File: config.mk
export PLATFORM = sky130hd
export DESIGN_NAME = stdout_uart_tx_flat
export DESIGN_NICKNAME = d
export VERILOG_FILES = /design/src/rtl/stdout_uart_tx_pkg.sv /design/src/rtl/stdout_uart_tx_if.sv /design/src/rtl/stdout_uart_tx_sync_fifo.sv /design/src/rtl/stdout_uart_tx.sv /design/src/flat_wrapper.sv
export SDC_FILE = /design/constraint.sdc
export NUM_CORES = 1
export LEC_CHECK = 0
export CORE_MARGIN = 4
export CORE_UTILIZATION = 60
export DETAILED_ROUTE_END_ITERATION = 12
export GPL_TIMING_DRIVEN = 0
export PLACE_DENSITY = 0.79
export REMOVE_ABC_BUFFERS = 1
export SYNTH_ARGS = -nofsm -noshare
export SYNTH_HDL_FRONTEND = slang
export SYNTH_SLANG_ARGS = --single-unit
File: constraint.sdc
create_clock -name clk -period 3.6 [get_ports clk]
set_input_delay 0.72 -clock clk [delete_from_list [all_inputs] [get_ports clk]]
set_output_delay 0.72 -clock clk [all_outputs]
set_load 0.005 [all_outputs]
File: src/rtl/stdout_uart_tx_pkg.sv
// Shared definitions for the stdout UART sink: transmitter FSM states and frame geometry.
package stdout_uart_tx_pkg;

    typedef enum logic [1:0] {
        ST_IDLE  = 2'd0,
        ST_START = 2'd1,
        ST_DATA  = 2'd2,
        ST_STOP  = 2'd3
    } uart_state_e;

    localparam int unsigned UART_DATA_BITS  = 8;
    localparam int unsigned UART_FRAME_BITS = 10;

endpackage

File: src/rtl/stdout_uart_tx_if.sv
// Core-side stdout handshake: byte plus present flag one way, enable/backpressure the other.
interface stdout_uart_tx_if;

    logic [7:0] stdout;
    logic       stdout_en;
    logic       cpu_en;

    modport master (output stdout, output stdout_en, input cpu_en);
    modport slave  (input stdout, input stdout_en, output cpu_en);

endinterface

File: src/rtl/stdout_uart_tx_sync_fifo.sv
// Synchronous FIFO with a registered head-of-queue output and separately tracked count.
module sync_fifo #(
    parameter int unsigned WIDTH      = 8,
    parameter int unsigned DEPTH      = 8,
    parameter int unsigned ADDR_WIDTH = 3
) (
    input  logic                  clk,
    input  logic                  reset,
    input  logic                  push,
    input  logic                  pop,
    input  logic [WIDTH-1:0]      din,
    output logic [WIDTH-1:0]      dout,
    output logic [ADDR_WIDTH:0]   count,
    output logic                  empty,
    output logic                  full
);

    localparam int unsigned CNT_W = ADDR_WIDTH + 1;

    logic [WIDTH-1:0]      mem_q [DEPTH];
    logic [ADDR_WIDTH-1:0] rd_ptr_q, rd_ptr_d;
    logic [ADDR_WIDTH-1:0] wr_ptr_q, wr_ptr_d;
    logic [CNT_W-1:0]      count_q, count_d;
    logic [WIDTH-1:0]      dout_q, dout_d;
    logic                  do_push, do_pop;

    always_comb begin
        do_pop   = pop & (count_q != '0);
        do_push  = push & ((count_q != CNT_W'(DEPTH)) | do_pop);
        rd_ptr_d = rd_ptr_q + ADDR_WIDTH'(do_pop);
        wr_ptr_d = wr_ptr_q + ADDR_WIDTH'(do_push);
        count_d  = count_q + CNT_W'(do_push) - CNT_W'(do_pop);
        // Head after this edge: forward din when it lands in the slot becoming the head.
        if (do_push && (wr_ptr_q == rd_ptr_d)) begin
            dout_d = din;
        end else begin
            dout_d = mem_q[rd_ptr_d];
        end
    end

    always_ff @(posedge clk) begin
        if (do_push) begin
            mem_q[wr_ptr_q] <= din;
        end
    end

    always_ff @(posedge clk) begin
        if (reset) begin
            rd_ptr_q <= '0;
            wr_ptr_q <= '0;
            count_q  <= '0;
            dout_q   <= '0;
        end else begin
            rd_ptr_q <= rd_ptr_d;
            wr_ptr_q <= wr_ptr_d;
            count_q  <= count_d;
            dout_q   <= dout_d;
        end
    end

    assign dout  = dout_q;
    assign count = count_q;
    assign empty = (count_q == '0);
    assign full  = (count_q == CNT_W'(DEPTH));

endmodule

File: src/rtl/stdout_uart_tx.sv
// Buffers bytes from the core's stdout port and sends them as 8N1 UART frames, throttling the core via cpu_en.
module stdout_uart_tx
    import stdout_uart_tx_pkg::*;
#(
    parameter int unsigned CLK_DIV         = 16,
    parameter int unsigned FIFO_DEPTH      = 8,
    parameter int unsigned FIFO_ADDR_WIDTH = 3
) (
    input  logic                       clk,
    input  logic                       reset,
    stdout_uart_tx_if.slave            core,
    input  logic                       run,
    output logic                       tx,
    output logic                       busy,
    output logic [FIFO_ADDR_WIDTH:0]   fifo_count
);

    localparam int unsigned CNT_W  = FIFO_ADDR_WIDTH + 1;
    localparam int unsigned BAUD_W = (CLK_DIV > 2) ? $clog2(CLK_DIV) : 1;
    localparam logic [BAUD_W-1:0] BAUD_LAST = BAUD_W'(CLK_DIV - 1);
    localparam logic [2:0]        LAST_BIT  = 3'(UART_DATA_BITS - 1);

    uart_state_e       state_q, state_d;
    logic [BAUD_W-1:0] baud_q, baud_d;
    logic [2:0]        bit_idx_q, bit_idx_d;
    logic [7:0]        shreg_q, shreg_d;
    logic              tx_q, tx_d;
    logic              busy_q, busy_d;
    logic              cpu_en_q, cpu_en_d;

    logic              fifo_push, fifo_pop, fifo_shift;
    logic [7:0]        fifo_dout;
    logic [CNT_W-1:0]  fifo_cnt;
    logic              fifo_empty, fifo_full;
    logic [CNT_W-1:0]  count_next;
    logic              baud_last;

    // cpu_en_q already implies room; the full term only documents that no overflow can occur.
    assign fifo_push = core.stdout_en & cpu_en_q & ~fifo_full;

    sync_fifo #(
        .WIDTH      (8),
        .DEPTH      (FIFO_DEPTH),
        .ADDR_WIDTH (FIFO_ADDR_WIDTH)
    ) u_fifo (
        .clk   (clk),
        .reset (reset),
        .push  (fifo_push),
        .pop   (fifo_pop),
        .din   (core.stdout),
        .dout  (fifo_dout),
        .count (fifo_cnt),
        .empty (fifo_empty),
        .full  (fifo_full)
    );

    always_comb begin
        count_next = fifo_cnt + CNT_W'(fifo_push) - CNT_W'(fifo_pop);
        cpu_en_d   = run & (count_next != CNT_W'(FIFO_DEPTH));
    end

    always_ff @(posedge clk) begin
        if (reset) begin
            state_q   <= ST_IDLE;
            baud_q    <= '0;
            bit_idx_q <= '0;
            shreg_q   <= '0;
            tx_q      <= 1'b1;
            busy_q    <= 1'b0;
            cpu_en_q  <= 1'b0;
        end else begin
            state_q   <= state_d;
            baud_q    <= baud_d;
            bit_idx_q <= bit_idx_d;
            shreg_q   <= shreg_d;
            tx_q      <= tx_d;
            busy_q    <= busy_d;
            cpu_en_q  <= cpu_en_d;
        end
    end

    always_comb begin
        state_d    = state_q;
        baud_d     = baud_q;
        bit_idx_d  = bit_idx_q;
        fifo_pop   = 1'b0;
        fifo_shift = 1'b0;
        baud_last  = (baud_q == BAUD_LAST);
        case (state_q)
            ST_IDLE: begin
                if (!fifo_empty) begin
                    fifo_pop  = 1'b1;
                    state_d   = ST_START;
                    baud_d    = '0;
                    bit_idx_d = '0;
                end
            end
            ST_START: begin
                if (baud_last) begin
                    state_d = ST_DATA;
                    baud_d  = '0;
                end else begin
                    baud_d = baud_q + BAUD_W'(1);
                end
            end
            ST_DATA: begin
                if (baud_last) begin
                    baud_d = '0;
                    if (bit_idx_q == LAST_BIT) begin
                        state_d = ST_STOP;
                    end else begin
                        bit_idx_d  = bit_idx_q + 3'd1;
                        fifo_shift = 1'b1;
                    end
                end else begin
                    baud_d = baud_q + BAUD_W'(1);
                end
            end
            ST_STOP: begin
                if (baud_last) begin
                    baud_d = '0;
                    // Chain straight into the next start bit when more data is waiting.
                    if (!fifo_empty) begin
                        fifo_pop  = 1'b1;
                        state_d   = ST_START;
                        bit_idx_d = '0;
                    end else begin
                        state_d = ST_IDLE;
                    end
                end else begin
                    baud_d = baud_q + BAUD_W'(1);
                end
            end
            default: state_d = ST_IDLE;
        endcase
    end

    always_comb begin
        shreg_d = shreg_q;
        if (fifo_pop) begin
            shreg_d = fifo_dout;
        end else if (fifo_shift) begin
            shreg_d = {1'b0, shreg_q[7:1]};
        end
        case (state_d)
            ST_START: tx_d = 1'b0;
            ST_DATA:  tx_d = shreg_d[0];
            default:  tx_d = 1'b1;
        endcase
        busy_d = (state_d != ST_IDLE);
    end

    assign core.cpu_en = cpu_en_q;
    assign tx          = tx_q;
    assign busy        = busy_q;
    assign fifo_count  = fifo_cnt;

endmodule
File: src/flat_wrapper.sv
// flat-port wrapper written by rule: the top's interface ports become plain ports
module stdout_uart_tx_flat import stdout_uart_tx_pkg::*;
#(
    parameter int unsigned CLK_DIV         = 16,
    parameter int unsigned FIFO_DEPTH      = 8,
    parameter int unsigned FIFO_ADDR_WIDTH = 3
)
  (clk, reset, run, tx, busy, fifo_count, core_stdout, core_stdout_en, core_cpu_en);
  stdout_uart_tx_if core_i ();
  input  logic clk;
  input  logic reset;
  input  logic run;
  output logic tx;
  output logic busy;
  output logic [FIFO_ADDR_WIDTH:0] fifo_count;
  input wire logic [$bits(core_i.stdout)-1:0] core_stdout;
  input wire logic [$bits(core_i.stdout_en)-1:0] core_stdout_en;
  output wire logic [$bits(core_i.cpu_en)-1:0] core_cpu_en;
  assign core_i.stdout = core_stdout;
  assign core_i.stdout_en = core_stdout_en;
  assign core_cpu_en = core_i.cpu_en;
  stdout_uart_tx #(.CLK_DIV(CLK_DIV), .FIFO_DEPTH(FIFO_DEPTH), .FIFO_ADDR_WIDTH(FIFO_ADDR_WIDTH)) u_core (.clk(clk), .reset(reset), .core(core_i), .run(run), .tx(tx), .busy(busy), .fifo_count(fifo_count));
endmodule
==> summary.txt <==
Run status
  – Outcome: finished clean

Placement
  – Buffers on Ports: 18
  – DP Worst Slack: -267.1 ps
  – GP Congestion: about 0.76
  – DP HPWL: 4916 um
  – Dpl cells: approximately 420

Yosys
  – Syn Inst Count: 313
  – Post-synth top area cell: edfxtp_1
  – Yosys warns: 0
  – Ys flop type: edfxtp_1
  – Sequential share of the synthesized area: between 60% and 70%
  – Synth top area share: between 40 and 50%
  – Post-synthesis cell type count: 48
  – Mean Syn Cell Area: between 10 and 15 um^2
  – Flops & latches, synth: about 100
  – Number of synthesized flops with an enable pin: between 60 and 70
  – Asr flop ratio synth: 0%
  – Main area contributors after synthesis: edfxtp_1, dfxtp_1, mux4_2, ha_1, mux2i_1
  – Cell area after synthesis: 0.004428 mm^2

Timing
  – Final period util: between 90% and 100%
  – Setup Skew: 11.94 ps
  – Worst Tran Pin Value: about 950 ps
  – Crit path time final: ~3300 ps
  – RSZ-0062 raised after global routing: false
  – Max-slew violations: 0
  – Final hold vios: 0
  – Slew margin rel.: a little under two fifths
  – Worst hold slack: about 460 ps
  – Fmax: ~300 MHz
  – Final WS setup: about 250 ps
  – Setup-failing EPs final: 0

Setup path
  – Critical path launch point type: register
  – Worst reg2reg setup slack: ~250 ps
  – Reg2reg start: u_core.baud_q[0]
  – Setup crit end kind: register
  – Reg2Reg Capture Point: u_core.u_fifo.dout[2]
  – Critical Path Start: u_core.baud_q[0]
  – CP top delay family: simple AND/OR/NAND/NOR gates
  – Worst endpoint required time: slightly below 4000 ps
  – R2R cell count: 10
  – Worst path slowest cell: or3_4
  – Worst Path Buf+Inv: 1
  – Critical-path maximum fanout: 18
  – Critical path cell sequence: ha_1, and3_1, a21oi_1, or3_4, inv_1, ha_4, ha_2, xnor2_1, nand4_4, a211oi_1
  – CP max stage delay: approximately 470 ps
  – Crit path arrival time: around 3600 ps
  – Worst setup path class: reg -> reg

Drt
  – DRC violations left: 0
  – Drt pass-1 iters: 4
  – Routed WL per cell: between 15 and 20 um
  – Iter 0 DRT Violations: 123
  – DRT Wirelength: ~7600 um
  – Via count: ~2500
  – Antenna Nets Post-Route: 0
  – Via-to-Cell Ratio: around 5.7

Power
  – Leakage: between 1.5 and 2 nW
  – Tot Pwr: between 0.003 and 0.004 W
  – Cell Pwr Density: 762.6 mW/mm^2
  – Worst vdd ir: 0.4187 mV

Worst hold path
  – WHS Path Cells: 2
  – Hold endpoint: u_core.bit_idx_q[1]
  – Min-delay src: u_core.bit_idx_q[1]
  – Min-Delay Path Class: reg -> reg

Clocking
  – TritonCTS clock tree: done
  – Reg clk slew, reported paths: 100 ps
  – Clock sinks: 102
  – TritonCTS Buffers: 9
  – Worst-Skew Late Latency: around 370 ps
  – Root Buffer Master: clkbuf_8
  – CTS Buffer Depth: 2
  – Hold-fix buffers, CTS: 0
  – Max H-tree Level: 3

Layout
  – Post-layout util: 67.92%
  – Area grow syn2layout: 10.65%
  – ANT cells: 0
  – Count of non-filler cells in the finished layout: about 430
  – Final #Nets: approximately 360
  – Share of cells above drive strength 1: approximately 16%

Global routing
  – Vias in the first global route: about 2400
  – Remaining Overflow, GRT: 0
  – Initial antenna violation count: 0
  – Total track usage: about a fifth
  – First-pass GRT wire length: roughly 13000 um
  – Largest net degree at the start of global routing: 39

Die
  – Core area: 0.007214 mm^2
  – Initial core utilization: 61.38%
  – Rows: 31
  – Die width: 93.91 um
  – Height of the chip: 93.91 um
  – Boundary Pins: 19
  – Die area: a little under 0.009 mm^2

Run
  – MaxCap Viol Count: 0
-- report_power, final --
group          total (W)  switching, W  internal, W  leakage (nW)
combinational    0.00159      0.000775     0.000812         0.687
sequential       0.00146     0.0000812      0.00138         0.889
clock           0.000685      0.000417     0.000268        0.0956
-- cell usage in the layout (no fill, tap or decap), drive strengths merged, types with 2 or more instances in the layout --
| cell | Yosys | layout |
|---|---|---|
| dfxtp | 38 | 38 |
| nor3b | 4 | 4 |
| a211oi | 15 | 15 |
| nor3 | 4 | 4 |
| clkdlybuf4s50 | 0 | 17 |
| a21o | 3 | 3 |
| a21oi | 13 | 13 |
| nand2b | 2 | 2 |
| o21a | 2 | 2 |
| nor2 | 32 | 32 |
| edfxtp | 64 | 64 |
| clkinv | 0 | 2 |
| buf | 9 | 3 |
| mux4 | 16 | 16 |
| o21ai | 4 | 4 |
| xor2 | 2 | 2 |
| mux2i | 15 | 15 |
| nand3 | 3 | 3 |
| ha | 20 | 20 |
| clkbuf | 7 | 9 |
| xnor2 | 7 | 7 |
| nand4b | 2 | 2 |
| nor2b | 7 | 7 |
| inv | 12 | 16 |
| nand2 | 11 | 11 |
| nor4 | 2 | 2 |
| fa | 2 | 2 |
-- synth_stat cells, types with 5 or more instances --
cell / instances
a211oi_1: 13
a21oi_1: 13
buf_2: 5
clkbuf_1: 7
dfxtp_1: 38
edfxtp_1: 64
ha_1: 20
inv_1: 12
mux2i_1: 15
mux4_2: 16
nand2_1: 11
nor2_1: 30
nor2b_1: 7
xnor2_1: 7
-- stage by stage --
step | TNS (ps) | area (um^2)
after global routing | 0 | 4900
after global placement | -2438 | 4646
after detailed placement | -1713 | 4674
after floorplan | 0 | 4342
final | 0 | 4900
after CTS | 0 | 4880
-- worst max path at each step --
stage | to | depth (start not counted) | slack [ps]
CTS | u_core.u_fifo.dout[2] | 10 | 240
finish | u_core.u_fifo.dout[2] | 10 | 250
floorplan | u_core.u_fifo.dout[5] | 9 | 420
detailed placement | u_core.u_fifo.dout[2] | 9 | -270
global route | u_core.u_fifo.dout[2] | 10 | 60
global placement | u_core.u_fifo.dout[2] | 9 | -350
-- state kept, by name, indices dropped and copies added (netlist names) --
register	cells
u_core.u_fifo.mem_q	64
u_core.shreg_q	8
u_core.u_fifo.dout	8
u_core.baud_q	4
u_core.u_fifo.count	4
u_core.bit_idx_q	3
u_core.u_fifo.rd_ptr_q	3
u_core.u_fifo.wr_ptr_q	3
u_core.state_q	2
u_core.busy	1
u_core.core.cpu_en	1
u_core.tx	1
-- layer usage --
layer / vias to the layer above / track usage (%) / wire (um)
li1: 1199 / - / -
met1: 1206 / 25.00 / 3325
met2: 52 / 31.46 / 3855
met3: 11 / 4.487 / 375
met4: 0 / 5.776 / 86
met5: - / 0 / 0
-- layout make-up --
type | count | area [um^2]
Clock buffer | 9 | 123.9
Clock inverter | 7 | 63.81
Fill cell | 531 | 2315
Inverter | 12 | 45.04
Multi-Input combinational cell | 183 | 1670
Sequential cell | 102 | 2683
Tap cell | 99 | 123.9
Timing Repair Buffer | 20 | 190.2
-- worst register-to-register path, delay by kind of cell (launching register included) --
family / cells / cell delay [ps]
simple gates: 3 / 1060
fa+ha+maj: 3 / 780
compound gates: 2 / 500
flops: 1 / 390
xor+xnor: 1 / 320
buf+inv: 1 / 180
-- kinds of logic after synthesis --
family                     share of synthesized area, %
AOI/OAI and AO/OA                                 6.612
muxes                                             11.78
xor gates and xnor gates                          2.204
adders and majority gates                         6.556
DFF                                               60.58
and+or+nand+nor                                   9.297
buffers and inverters                             2.967
-- what timing repair did --
action                                  CTS  global route
pin swaps                                 1             0
cloned                                    0             0
gates resized for setup                   3             2
endpoints found under the setup margin    8             2
setup buffers                             1             0
Power figures use the tool's default switching activity.
